## src/rtl/mult_div_unit.sv

```systemverilog
// Iterative multiply/divide unit for the EX stage.
// Executes MULTU/MULT/DIVU/DIV over WIDTH iterations plus one fix-up cycle and
// keeps the result in HI/LO until the next operation completes.
//
// Ports:
//   clk           system clock, rising edge
//   reset         asynchronous active-low reset
//   start_i       request an operation (sampled only while idle)
//   op_i          00 MULTU, 01 MULT, 10 DIVU, 11 DIV
//   a_i, b_i      rs / rt operands
//   busy_o        operation in progress (pipeline stall)
//   done_o        one-cycle pulse after HI/LO update
//   div_by_zero_o last completed divide had a zero divisor
//   hi_o, lo_o    HI / LO registers
module mult_div_unit #(
  parameter int unsigned WIDTH = 32
) (
  input  logic             clk,
  input  logic             reset,
  input  logic             start_i,
  input  logic [1:0]       op_i,
  input  logic [WIDTH-1:0] a_i,
  input  logic [WIDTH-1:0] b_i,
  output logic             busy_o,
  output logic             done_o,
  output logic             div_by_zero_o,
  output logic [WIDTH-1:0] hi_o,
  output logic [WIDTH-1:0] lo_o
);

  localparam int unsigned CntW = (WIDTH > 1) ? $clog2(WIDTH) : 1;

  typedef enum logic [1:0] {StIdle, StRun, StFix} state_e;

  state_e             state_q, state_d;
  logic [CntW-1:0]    cnt_q, cnt_d;
  logic               is_div_q, is_div_d;
  logic               neg_q, neg_d;       // product / quotient sign
  logic               a_neg_q, a_neg_d;   // remainder sign
  logic               dbz_q, dbz_d;
  logic [WIDTH-1:0]   b_mag_q, b_mag_d;   // multiplicand addend / divisor
  logic [WIDTH-1:0]   a_raw_q, a_raw_d;   // original dividend for divide-by-zero HI
  logic [WIDTH:0]     acc_hi_q, acc_hi_d; // product upper half / partial remainder
  logic [WIDTH-1:0]   acc_lo_q, acc_lo_d; // multiplier bits / dividend -> quotient
  logic [WIDTH-1:0]   hi_q, hi_d;
  logic [WIDTH-1:0]   lo_q, lo_d;
  logic               done_q, done_d;
  logic               dbz_flag_q, dbz_flag_d;

  // Operand magnitudes at capture.
  logic             a_sgn, b_sgn;
  logic [WIDTH-1:0] a_mag, b_mag;

  always_comb begin
    a_sgn = op_i[0] & a_i[WIDTH-1];
    b_sgn = op_i[0] & b_i[WIDTH-1];
    a_mag = a_sgn ? -a_i : a_i;
    b_mag = b_sgn ? -b_i : b_i;
  end

  // Iteration datapath.
  logic [WIDTH:0]       mul_sum;
  logic [WIDTH:0]       div_shift;
  logic [WIDTH:0]       div_trial;
  logic [2*WIDTH-1:0]   prod;
  logic [2*WIDTH-1:0]   prod_fix;
  logic [WIDTH-1:0]     rem_mag;
  logic [WIDTH-1:0]     quo_fix;
  logic [WIDTH-1:0]     rem_fix;

  always_comb begin
    mul_sum   = acc_lo_q[0] ? (acc_hi_q + {1'b0, b_mag_q}) : acc_hi_q;
    div_shift = {acc_hi_q[WIDTH-1:0], acc_lo_q[WIDTH-1]};
    // Bit WIDTH set means the trial subtraction went negative: restore.
    div_trial = div_shift - {1'b0, b_mag_q};
    prod      = {acc_hi_q[WIDTH-1:0], acc_lo_q};
    prod_fix  = neg_q ? -prod : prod;
    rem_mag   = acc_hi_q[WIDTH-1:0];
    quo_fix   = neg_q ? -acc_lo_q : acc_lo_q;
    rem_fix   = a_neg_q ? -rem_mag : rem_mag;
  end

  always_comb begin
    state_d    = state_q;
    cnt_d      = cnt_q;
    is_div_d   = is_div_q;
    neg_d      = neg_q;
    a_neg_d    = a_neg_q;
    dbz_d      = dbz_q;
    b_mag_d    = b_mag_q;
    a_raw_d    = a_raw_q;
    acc_hi_d   = acc_hi_q;
    acc_lo_d   = acc_lo_q;
    hi_d       = hi_q;
    lo_d       = lo_q;
    dbz_flag_d = dbz_flag_q;
    done_d     = 1'b0;

    unique case (state_q)
      StIdle: begin
        if (start_i) begin
          state_d  = StRun;
          cnt_d    = CntW'(WIDTH - 1);
          is_div_d = op_i[1];
          neg_d    = a_sgn ^ b_sgn;
          a_neg_d  = a_sgn;
          dbz_d    = op_i[1] & (b_i == '0);
          b_mag_d  = b_mag;
          a_raw_d  = a_i;
          acc_hi_d = '0;
          acc_lo_d = a_mag;
        end
      end
      StRun: begin
        if (is_div_q) begin
          if (div_trial[WIDTH]) begin
            acc_hi_d = div_shift;
            acc_lo_d = {acc_lo_q[WIDTH-2:0], 1'b0};
          end else begin
            acc_hi_d = div_trial;
            acc_lo_d = {acc_lo_q[WIDTH-2:0], 1'b1};
          end
        end else begin
          acc_hi_d = {1'b0, mul_sum[WIDTH:1]};
          acc_lo_d = {mul_sum[0], acc_lo_q[WIDTH-1:1]};
        end
        if (cnt_q == '0) begin
          state_d = StFix;
        end else begin
          cnt_d = cnt_q - 1'b1;
        end
      end
      StFix: begin
        state_d    = StIdle;
        done_d     = 1'b1;
        dbz_flag_d = dbz_q;
        if (dbz_q) begin
          hi_d = a_raw_q;
          lo_d = '1;
        end else if (is_div_q) begin
          hi_d = rem_fix;
          lo_d = quo_fix;
        end else begin
          hi_d = prod_fix[2*WIDTH-1:WIDTH];
          lo_d = prod_fix[WIDTH-1:0];
        end
      end
      default: state_d = StIdle;
    endcase
  end

  always_ff @(posedge clk or negedge reset) begin
    if (!reset) begin
      state_q    <= StIdle;
      cnt_q      <= '0;
      is_div_q   <= 1'b0;
      neg_q      <= 1'b0;
      a_neg_q    <= 1'b0;
      dbz_q      <= 1'b0;
      b_mag_q    <= '0;
      a_raw_q    <= '0;
      acc_hi_q   <= '0;
      acc_lo_q   <= '0;
      hi_q       <= '0;
      lo_q       <= '0;
      done_q     <= 1'b0;
      dbz_flag_q <= 1'b0;
    end else begin
      state_q    <= state_d;
      cnt_q      <= cnt_d;
      is_div_q   <= is_div_d;
      neg_q      <= neg_d;
      a_neg_q    <= a_neg_d;
      dbz_q      <= dbz_d;
      b_mag_q    <= b_mag_d;
      a_raw_q    <= a_raw_d;
      acc_hi_q   <= acc_hi_d;
      acc_lo_q   <= acc_lo_d;
      hi_q       <= hi_d;
      lo_q       <= lo_d;
      done_q     <= done_d;
      dbz_flag_q <= dbz_flag_d;
    end
  end

  assign busy_o        = (state_q != StIdle);
  assign done_o        = done_q;
  assign div_by_zero_o = dbz_flag_q;
  assign hi_o          = hi_q;
  assign lo_o          = lo_q;

endmodule
```

## config.mk

```make
export PLATFORM = sky130hd
export DESIGN_NAME = mult_div_unit
export DESIGN_NICKNAME = d
export VERILOG_FILES = /design/src/rtl/mult_div_unit.sv
export SDC_FILE = /design/constraint.sdc
export NUM_CORES = 1
export LEC_CHECK = 0
export ABC_AREA = 1
export CORE_UTILIZATION = 50
export CTS_CLUSTER_DIAMETER = 200
export DETAILED_ROUTE_END_ITERATION = 12
export DONT_BUFFER_PORTS = 1
export SYNTH_ARGS = -nofsm -noshare
export SYNTH_HDL_FRONTEND = slang
export SYNTH_SLANG_ARGS = --single-unit
```

## constraint.sdc

```tcl
create_clock -name clk -period 3.3 [get_ports clk]
set_input_delay 0.66 -clock clk [delete_from_list [all_inputs] [get_ports clk]]
set_output_delay 0.66 -clock clk [all_outputs]
set_load 0.01 [all_outputs]
```

==> flow_summary.toml <==
[grt]
grt_pass1_vias = 18500
grt_usage_pct = 39.3
grt_pass1_wl_mm = 113
overflow = 0
antenna_found_initial = 3
grt_max_degree = 207

[yosys]
muxShareOfSynthArea_pct = 0
synth_edf_count = 0
synth_top_family_by_area = "simple AND/OR/NAND/NOR gates"
avgSynthCellArea_um2 = 6.07
synthDominantCellAreaShare_pct = 27.9
synthesis.area_um2 = 18500
synth-simple-area-share_pct = 38.2
synth.largest_area_cell = "dfrtp_1"
synthTopCellsByArea = "dfrtp_1, nand2_1, inv_1"
synth.most_common_cell = "nand2_1"
synthFlopType = "dfrtp_1"
synth-seq-cells = 206
syn-instance-count = 3039
synth_adder_area_share_pct = 5.03
synthArstFlopShare_pct = 100
synth_xor_area_share_pct = 2.37
yosys.cell_types.count = 54
synth_compound_area_share_pct = 14.8
syn-num-nets = 3181
yosys-top-cells-count = "nand2_1, inv_1, nand3_1"
synth_warnings = 0
yosysSeqAreaShare_pct = 27.9

[pwr]
p_per_area_nw_per_um2 = 1310
p_leak_nw = 10.7
peakVddDrop_mv = 0.638

[cts]
cts_made_buffers = 25
htree_levels = 1
tritoncts = "yes"
postCtsSetupRepairBufs = 0
clock_latency_ns = 0.58
cts.path.max_buffers = 3
cts.sinks = 206
clock-root-buffer = "clkbuf_16"
path_clk_slew_ns = 0.06

[cells_and_area]
fin_nets = 3192
syn_to_final_growth_pct = 9.89
fin_util_pct = 56.5
stdcell_area_um2 = 20300
drive_above_1_share_pct = 7.10
final_cells = 3531

[drt]
dr_wl_met3_mm = 11.4
met2_length_mm = 28.4
wl_met1_mm = 33.9
drt_wl_total_mm = 75.5
top_layer_used = "met5"
ant_nets = 0
vias_per_cell = 5.82
dr.pass1.iters = 9
drc = 0
drt_iter0_markers = 2504
vias = 20500
wl_per_cell_um = 21.4

[timing]
fmax_mhz = 324
hold_viol = 206
setup_viol = 0
tns_ns = 0
final_max_slew_viol_count = 0
skew_ns = 0.0327
finalCritPeriodShare_pct = 93.6
post-route-min-period_ns = 3.09
worst_hold_slack_ns = -0.188
rsz0062_at_grt = "no"
maxSlewHeadroom_pct = 41.2
tightest_slew_ns = 0.883

[setup_path]
ff2ff_setup_slack_ns = 0.21
worstPathArrival_ns = 3.50
r2r_cells = 20
crit_type = "flip-flop to flip-flop"
start_kind = "flip-flop"
required_ns = 3.71
cp_max_fo = 12
rr_startpoint = "b_mag_q[0]"
endpoint_kind = "flip-flop"
r2r-end = "acc_hi_q[2]"

[worst_hold_path]
min_path_type = "input port to async pin"

[die]
die_h_um = 194
dieArea_um2 = 37700
initial_utilization_pct = 51.4
ios = 136
core_um2 = 35900
rows = 69
die_x_um = 194

[placed_design]
place_area_um2 = 19300
dp.cells = 3482
place_congestion = 1.04
dp_hpwl_mm = 57.8
portBuffers = 0

[outcome]
outcome = "finished with violations"
violations = "negative hold slack"

[job]
maxCapViolCount = 0
[worst max-delay path: stages (launching register included)]
cell and delay [ns]:
dfrtp_1 0.41, ha_1 0.25, fa_1 0.36, inv_1 0.10, nand2_1 0.07, nand3b_1 0.14, nand2_1 0.08, nand2_2 0.11
nand2_1 0.08, nand2_1 0.06, nand2_1 0.07, a21oi_1 0.16, or2_2 0.15, ha_4 0.21, inv_4 0.10, buf_12 0.16
a21oi_1 0.05, o21ai_0 0.07, o211ai_1 0.10, nand3_1 0.12, o21ai_0 0.08
[worst max-delay path by stage]
stage	startpoint	end	slack, ns	depth (start not counted)
detailed placement	b_mag_q[3]	acc_hi_q[2]	0.20	21
global route	b_mag_q[0]	acc_hi_q[2]	0.05	20
floorplan	acc_hi_q[3]	acc_hi_q[0]	0.39	19
CTS	b_mag_q[3]	acc_hi_q[2]	0.15	21
finish	b_mag_q[0]	acc_hi_q[2]	0.21	20
global placement	b_mag_q[3]	acc_hi_q[2]	0.25	21
[power by group]
part           internal, mW  switching (mW)
registers              3.55           0.888
clock network          1.64            1.24
logic                  6.16            13.0
[cell type report]
class,instances,area [µm²]
antenna,1,2.50
clock buffer,31,678
tap,461,577
inverter,461,1730
multi-input combinational,2270,11200
sequential,206,5160
clock inverter,15,160
timing repair buffer,86,722
fill,3643,15600
[sequential cells by signal, summed over array words and instances (netlist names)]
| name | cells |
|---|---|
| a_neg_q | 1 |
| a_raw_q | 32 |
| acc_hi_q | 33 |
| acc_lo_q | 32 |
| b_mag_q | 32 |
| cnt_q | 5 |
| dbz_q | 1 |
| div_by_zero_o | 1 |
| done_o | 1 |
| hi_o | 32 |
| is_div_q | 1 |
| lo_o | 32 |
| neg_q | 1 |
| state_q | 2 |
[layout by cell type (no fill, tap or decap), drive strengths merged, types with 5 or more instances in the layout]
cell      n
nand2   979
inv     461
nand3   319
nor2    246
o21ai   227
dfrtp   206
a21oi   188
buf      84
ha       71
clkbuf   33
nor3     27
xor2     26
nand4    26
xnor2    24
nand3b   23
o22ai    17
o21bai   13
a31oi    12
o211ai   11
nor4     11
clkinv   11
a22oi     9
or2       9
and2      5
a21boi    5
[layer usage]
metal | global-route usage, % | up-vias
li1 | - | 9765
met1 | 59.9 | 9491
met2 | 51.4 | 1180
met3 | 14.6 | 109
met4 | 8.38 | 4
met5 | 0 | -
[cells by family (layout without fill, tap and decap cells)]
group / after synthesis / count (layout)
flops: 206 / 206
xor+xnor: 50 / 50
fa+ha+maj: 73 / 73
simple gates: 1649 / 1649
other cells: 0 / 1
buf+inv: 563 / 593
compound gates: 498 / 498
[per-stage QoR]
stage	power, mW	setup WS [ns]
floorplan	16.4	0.394
detailed placement	22.3	0.197
global placement	22.2	0.253
CTS	25.2	0.155
finish	26.5	0.210
global route	28.4	0.0504
[repair_timing]
item	CTS	global route
hold endpoints to repair	206	206
endpoints found under the setup margin	0	22
resized for setup	0	14
Power figures use the tool's default switching activity.
